File: config.mk
export PLATFORM = sky130hd
export DESIGN_NAME = cs_sense_ctrl
export DESIGN_NICKNAME = d
export VERILOG_FILES = /design/src/rtl/cs_sense_ctrl.sv
export SDC_FILE = /design/constraint.sdc
export NUM_CORES = 1
export LEC_CHECK = 0
export ABC_AREA = 0
export ABC_CLOCK_PERIOD_IN_PS = 6200
export BUFFER_PORTS_ARGS = -buffer_cell sky130_fd_sc_hd__buf_4
export CORE_MARGIN = 2
export CORE_UTILIZATION = 50
export DETAILED_ROUTE_END_ITERATION = 7
export PLACE_DENSITY_LB_ADDON = 0.2
export SYNTH_ARGS = -nofsm -noshare
export SYNTH_HDL_FRONTEND = slang
export SYNTH_SLANG_ARGS = --single-unit
File: constraint.sdc
create_clock -name clk -period 6.2 [get_ports clk]
set_input_delay 1.24 -clock clk [delete_from_list [all_inputs] [get_ports clk]]
set_output_delay 1.24 -clock clk [all_outputs]
set_load 0.02 [all_outputs]
File: src/rtl/cs_sense_ctrl.sv
// rtl/cs_sense_ctrl.sv - spectrum-sensing window controller with threshold staging and hysteresis
module cs_sense_ctrl #(
    parameter logic [31:0] DEFAULT_THRESHOLD = 32'd4096,
    parameter int          DP_LAT            = 4
) (
    input  logic        clk,
    input  logic        rst,
    input  logic        run,
    input  logic        strobe,
    input  logic [15:0] window_len,
    input  logic [3:0]  busy_hold,
    input  logic [3:0]  idle_hold,
    input  logic [31:0] threshold_in,
    input  logic        threshold_wr,
    input  logic        present_next,
    output logic        dp_rst,
    output logic        dp_wr_en,
    output logic [31:0] threshold_out,
    output logic        threshold_changed,
    output logic        channel_busy,
    output logic [31:0] window_count,
    output logic [31:0] busy_count
);

    // One-hot states; bit positions double as state-register taps.
    localparam logic [3:0] ST_IDLE  = 4'b0001;
    localparam logic [3:0] ST_CLEAR = 4'b0010;
    localparam logic [3:0] ST_SENSE = 4'b0100;
    localparam logic [3:0] ST_EVAL  = 4'b1000;
    localparam int         SENSE_BIT = 2;

    // A datapath latency below one cycle still needs one EVAL cycle to sample.
    localparam int          EVAL_CYC  = (DP_LAT < 1) ? 1 : DP_LAT;
    localparam logic [15:0] EVAL_LAST = 16'(EVAL_CYC - 1);

    logic [3:0]  state_q, state_d;
    logic [15:0] smp_cnt_q, smp_cnt_d;
    logic [15:0] win_len_q, win_len_d;
    logic [15:0] eval_cnt_q, eval_cnt_d;
    logic        pend_q, pend_d;
    logic [31:0] pend_val_q, pend_val_d;
    logic [31:0] thr_q, thr_d;
    logic        thr_chg_q, thr_chg_d;
    logic        dp_rst_q, dp_rst_d;
    logic        busy_q, busy_d;
    logic [31:0] wc_q, wc_d;
    logic [31:0] bc_q, bc_d;
    logic [3:0]  prun_q, prun_d;
    logic [3:0]  arun_q, arun_d;
    logic [3:0]  busy_hold_eff, idle_hold_eff;

    assign busy_hold_eff = (busy_hold == 4'd0) ? 4'd1 : busy_hold;
    assign idle_hold_eff = (idle_hold == 4'd0) ? 4'd1 : idle_hold;

    // Next-state: window sequencing, threshold staging, window evaluation.
    always_comb begin
        state_d    = state_q;
        smp_cnt_d  = smp_cnt_q;
        win_len_d  = win_len_q;
        eval_cnt_d = eval_cnt_q;
        pend_d     = pend_q;
        pend_val_d = pend_val_q;
        thr_d      = thr_q;
        thr_chg_d  = 1'b0;
        busy_d     = busy_q;
        wc_d       = wc_q;
        bc_d       = bc_q;
        prun_d     = prun_q;
        arun_d     = arun_q;

        case (state_q)
            ST_IDLE: begin
                if (run) state_d = ST_CLEAR;
            end
            ST_CLEAR: begin
                smp_cnt_d  = 16'd0;
                eval_cnt_d = 16'd0;
                win_len_d  = (window_len == 16'd0) ? 16'd1 : window_len;
                state_d    = run ? ST_SENSE : ST_IDLE;
            end
            ST_SENSE: begin
                if (!run) begin
                    state_d = ST_IDLE;
                end else if (strobe) begin
                    smp_cnt_d = smp_cnt_q + 16'd1;
                    if (smp_cnt_d == win_len_q) state_d = ST_EVAL;
                end
            end
            ST_EVAL: begin
                if (!run) begin
                    state_d = ST_IDLE;
                end else if (eval_cnt_q == EVAL_LAST) begin
                    state_d = ST_CLEAR;
                    wc_d    = wc_q + 32'd1;
                    if (present_next) begin
                        bc_d   = bc_q + 32'd1;
                        prun_d = (prun_q == 4'd15) ? 4'd15 : prun_q + 4'd1;
                        arun_d = 4'd0;
                        if (prun_d >= busy_hold_eff) busy_d = 1'b1;
                    end else begin
                        arun_d = (arun_q == 4'd15) ? 4'd15 : arun_q + 4'd1;
                        prun_d = 4'd0;
                        if (arun_d >= idle_hold_eff) busy_d = 1'b0;
                    end
                end else begin
                    eval_cnt_d = eval_cnt_q + 16'd1;
                end
            end
            default: state_d = ST_IDLE;
        endcase

        // Pending threshold moves to the datapath only between windows.
        if (state_q == ST_CLEAR && pend_q) begin
            thr_d     = pend_val_q;
            thr_chg_d = 1'b1;
            pend_d    = 1'b0;
        end
        // A write coincident with CLEAR overrides the clear and stays pending.
        if (threshold_wr) begin
            pend_val_d = threshold_in;
            pend_d     = 1'b1;
        end
    end

    assign dp_rst_d = (state_d == ST_CLEAR);

    // State and output registers; reset holds the datapath in clear.
    always_ff @(posedge clk or posedge rst) begin
        if (rst) begin
            state_q    <= ST_IDLE;
            smp_cnt_q  <= 16'd0;
            win_len_q  <= 16'd0;
            eval_cnt_q <= 16'd0;
            pend_q     <= 1'b0;
            pend_val_q <= 32'd0;
            thr_q      <= DEFAULT_THRESHOLD;
            thr_chg_q  <= 1'b0;
            dp_rst_q   <= 1'b1;
            busy_q     <= 1'b0;
            wc_q       <= 32'd0;
            bc_q       <= 32'd0;
            prun_q     <= 4'd0;
            arun_q     <= 4'd0;
        end else begin
            state_q    <= state_d;
            smp_cnt_q  <= smp_cnt_d;
            win_len_q  <= win_len_d;
            eval_cnt_q <= eval_cnt_d;
            pend_q     <= pend_d;
            pend_val_q <= pend_val_d;
            thr_q      <= thr_d;
            thr_chg_q  <= thr_chg_d;
            dp_rst_q   <= dp_rst_d;
            busy_q     <= busy_d;
            wc_q       <= wc_d;
            bc_q       <= bc_d;
            prun_q     <= prun_d;
            arun_q     <= arun_d;
        end
    end

    assign dp_wr_en          = strobe & state_q[SENSE_BIT];
    assign dp_rst            = dp_rst_q;
    assign threshold_out     = thr_q;
    assign threshold_changed = thr_chg_q;
    assign channel_busy      = busy_q;
    assign window_count      = wc_q;
    assign busy_count        = bc_q;

endmodule
==> results.txt <==
final hold violations: 0
Top Ports: 162
top-count cell post-synth: dfrtp_1
worst-margin pin slew: 1.03 ns
Levels on crit path: 4
Worst slew margin: 30.6%
Comb pwr share: 21.2%
Yosys reg bits: 192
largest area contributor in the netlist: dfrtp_1
initial core utilization: 50.9%
Netlist cell types: 66
htree depth: 4
Post-Syn Area: 9110 µm²
switching pwr: 1.02 mW
fraction of layout cells with a size suffix above 1: 29.2%
Mapped Avg Cell Area: 11.0 µm²
Static Leak: 5.20 nW
Main synth FF type: dfrtp_1
CTS root buffer: clkbuf_16
YS warnings: 0
initial antenna violation count: 0
fin util: 62.0%
Clk network pwr share: 32.7%
RSZ-0062 raised after global routing: no
main area contributors after synthesis: dfrtp_1 (52%), mux2_2 (8.0%), xnor2_1 (7.6%)
slowest stage delay, CP: 0.16 ns
CTS max path bufs: 2
net switching fraction of the power: 30.4%
CP arrival: 1.69 ns
Wirelength per Cell: 15.3 µm
Synth top area share: 51.9%
core box area: 17,900 µm²
Post-synth EDFFs: 0
Final nets: 1,056
setup TNS: 0 ns
FMAX: 0.342 GHz
GPL Wtd Cong: 0.818
Worst Skew: 0.0178 ns
critical path, cell by cell: buf_4, nand2_1, inv_1, buf_4
PwrDens: 303 nW/µm²
drt drc: 0
row count: 49
Total GRT Usage: 19.8%
clk slew on worst S/H paths: 0.07 ns
Placement Setup Slack: 3.01 ns
Die X: 139 µm
first-pass GRT wire length: 31,600 µm
latest clock arrival within the worst-skew pair: 0.44 ns
initial DRC count: 451
Async S/R FF share, synth: 100%
WL final: 18,800 µm
via count: 6,438
maximum VDD drop: 255 µV
fin crit period: 2.93 ns
hold path depth: 1
syn_nets: 905
most frequent CP cell: buf_4
Sequential Area: 4810 µm²
Flop pwr share: 46.2%
total CTS buffers: 17
critical path required time: 4.96 ns
vias in the first global route: 6,239
gr ovfl total: 0
Vias/cell: 5.27
antenna diode count: 0
crit-path max FO: 3
largest net degree at the start of global routing: 193
sequential-to-total area share from yosys stat: 52.8%
# resized after CTS: 0
die area: 19,300 µm²
Post-CTS Setup Bufs: 0
Min-Delay Path Class: flop to flop
family with the most delay on the worst path: buffers and inverters
Max-cap violations: 0
CTS Sinks: 192
Synth-to-Final Area Change: 21.8%
Worst Reg-to-Reg Cells: 7
Buf/Inv on CP: 3
PortBufs: 161
startpoint type of the worst setup path: input pin
Multi-input gate area: 4080 µm²
final setup vio count: 0
post-route setup slack: 3.27 ns
iteration count of the initial detailed-routing pass: 5
Post-CTS Hold Fix Bufs: 0
internal power: 2.34 mW
CTS tree: yes
crit end category: output port
Commonest cells post-synth: dfrtp_1 (189), nand2_1 (108), xnor2_1 (79)
CP max-delay cell: buf_4
fillcell total: 1,540
Max Slew Vio Count: 0
status: finished, final reports clean
ANT nets after route: 0
path type of the worst setup path: input pin to output port
hpwl dp: 13,000 µm
fin crit share: 47.2%
gate count after technology mapping: 829
die height: 139 µm
[registers in the layout, indices dropped and copies added (netlist names), 16 cells and up]
signal         cells
busy_count        32
pend_val_q        32
threshold_out     32
window_count      32
eval_cnt_q        16
smp_cnt_q         16
win_len_q         16
[worst paths after layout]
kind	startpoint	to	slack, ns
min reg2reg	pend_q$_DFFE_PP0P_	pend_q$_DFFE_PP0P_	0.49
min in group asynchronous	rst	pend_val_q[17]$_DFFE_PP0P_	1.11
max in group asynchronous	rst	win_len_q[14]$_DFFE_PP0P_	4.39
max reg2reg	eval_cnt_q[0]$_DFFE_PP0P_	window_count[19]$_DFFE_PP0P_	3.64
min	pend_q$_DFFE_PP0P_	pend_q$_DFFE_PP0P_	0.49
max	strobe	dp_wr_en	3.27
[metrics by stage]
step	instance area [µm²]	power, mW	hold WS, ns	cells
3_5_place_dp	10500	2.30	0.469	1190
3_3_place_gp	10500	2.28	0.462	1190
4_1_cts	11100	3.41	0.486	1222
6_report	11100	3.36	0.485	1222
2_1_floorplan	9110	2.00	0.447	829
5_1_grt	11100	3.53	0.516	1222
[logic make-up (layout without fill, tap and decap cells)]
kind of cell               count (synthesis)  count (layout)  share of synthesized area (%)
AOI/OAI and AO/OA                         78              78                           5.82
xor gates and xnor gates                 100             100                           9.85
adders and majority gates                 14              14                           1.92
buffers and inverters                     52             216                           2.39
DFF                                      192             192                           52.8
muxes                                     66              66                           8.14
and+or+nand+nor                          327             327                           19.1
[final cells by class]
type                       instances  area share [%]
tap                              229            2.58
clock inverter                    14            1.40
sequential                       192            43.3
clock buffer                      18            3.96
inverter                          20           0.710
timing repair buffer             164            11.2
multi-input combinational        585            36.8
[power groups by stage]
stage	clock network [mW]	logic, mW	registers [mW]
after floorplan	0	0.313	1.69
after global placement	0	0.707	1.57
after detailed placement	0	0.721	1.58
after CTS	1.13	0.723	1.55
after global routing	1.18	0.770	1.58
final	1.10	0.712	1.55
[worst register-to-register path, delay by kind of cell, from the launching register on]
kind	cells	cell delay [ns]
DFF	1	0.42
xor gates and xnor gates	1	0.14
and+or+nand+nor	5	1.64
adders and majority gates	1	0.25
[metal layers]
layer | up-vias | global-route usage, % | wire length, µm
met4 | 0 | 5.37 | 210
li1 | 3188 | - | -
met1 | 3103 | 28.7 | 8910
met5 | - | 0 | 0
met3 | 16 | 5.59 | 965
met2 | 131 | 29.6 | 8670
[placed cells by master, fill, tap and decap left out, drive strengths merged, types with 4 or more instances in the layout]
cell type and count:
ha 14, nor3 20, nand2 109, mux2 65, o21ai 29, nor4 12, nor2 54, and4 12
dfrtp 189, buf 164, inv 29, and2 9, o31ai 7, and3 15, xor2 20, nor2b 8
a21oi 9, o41ai 4, clkinv 4, xnor2 79, nand2b 6, clkbuf 18, nand4 28, nand3 46
No activity file was read; power rests on OpenSTA's default activity.
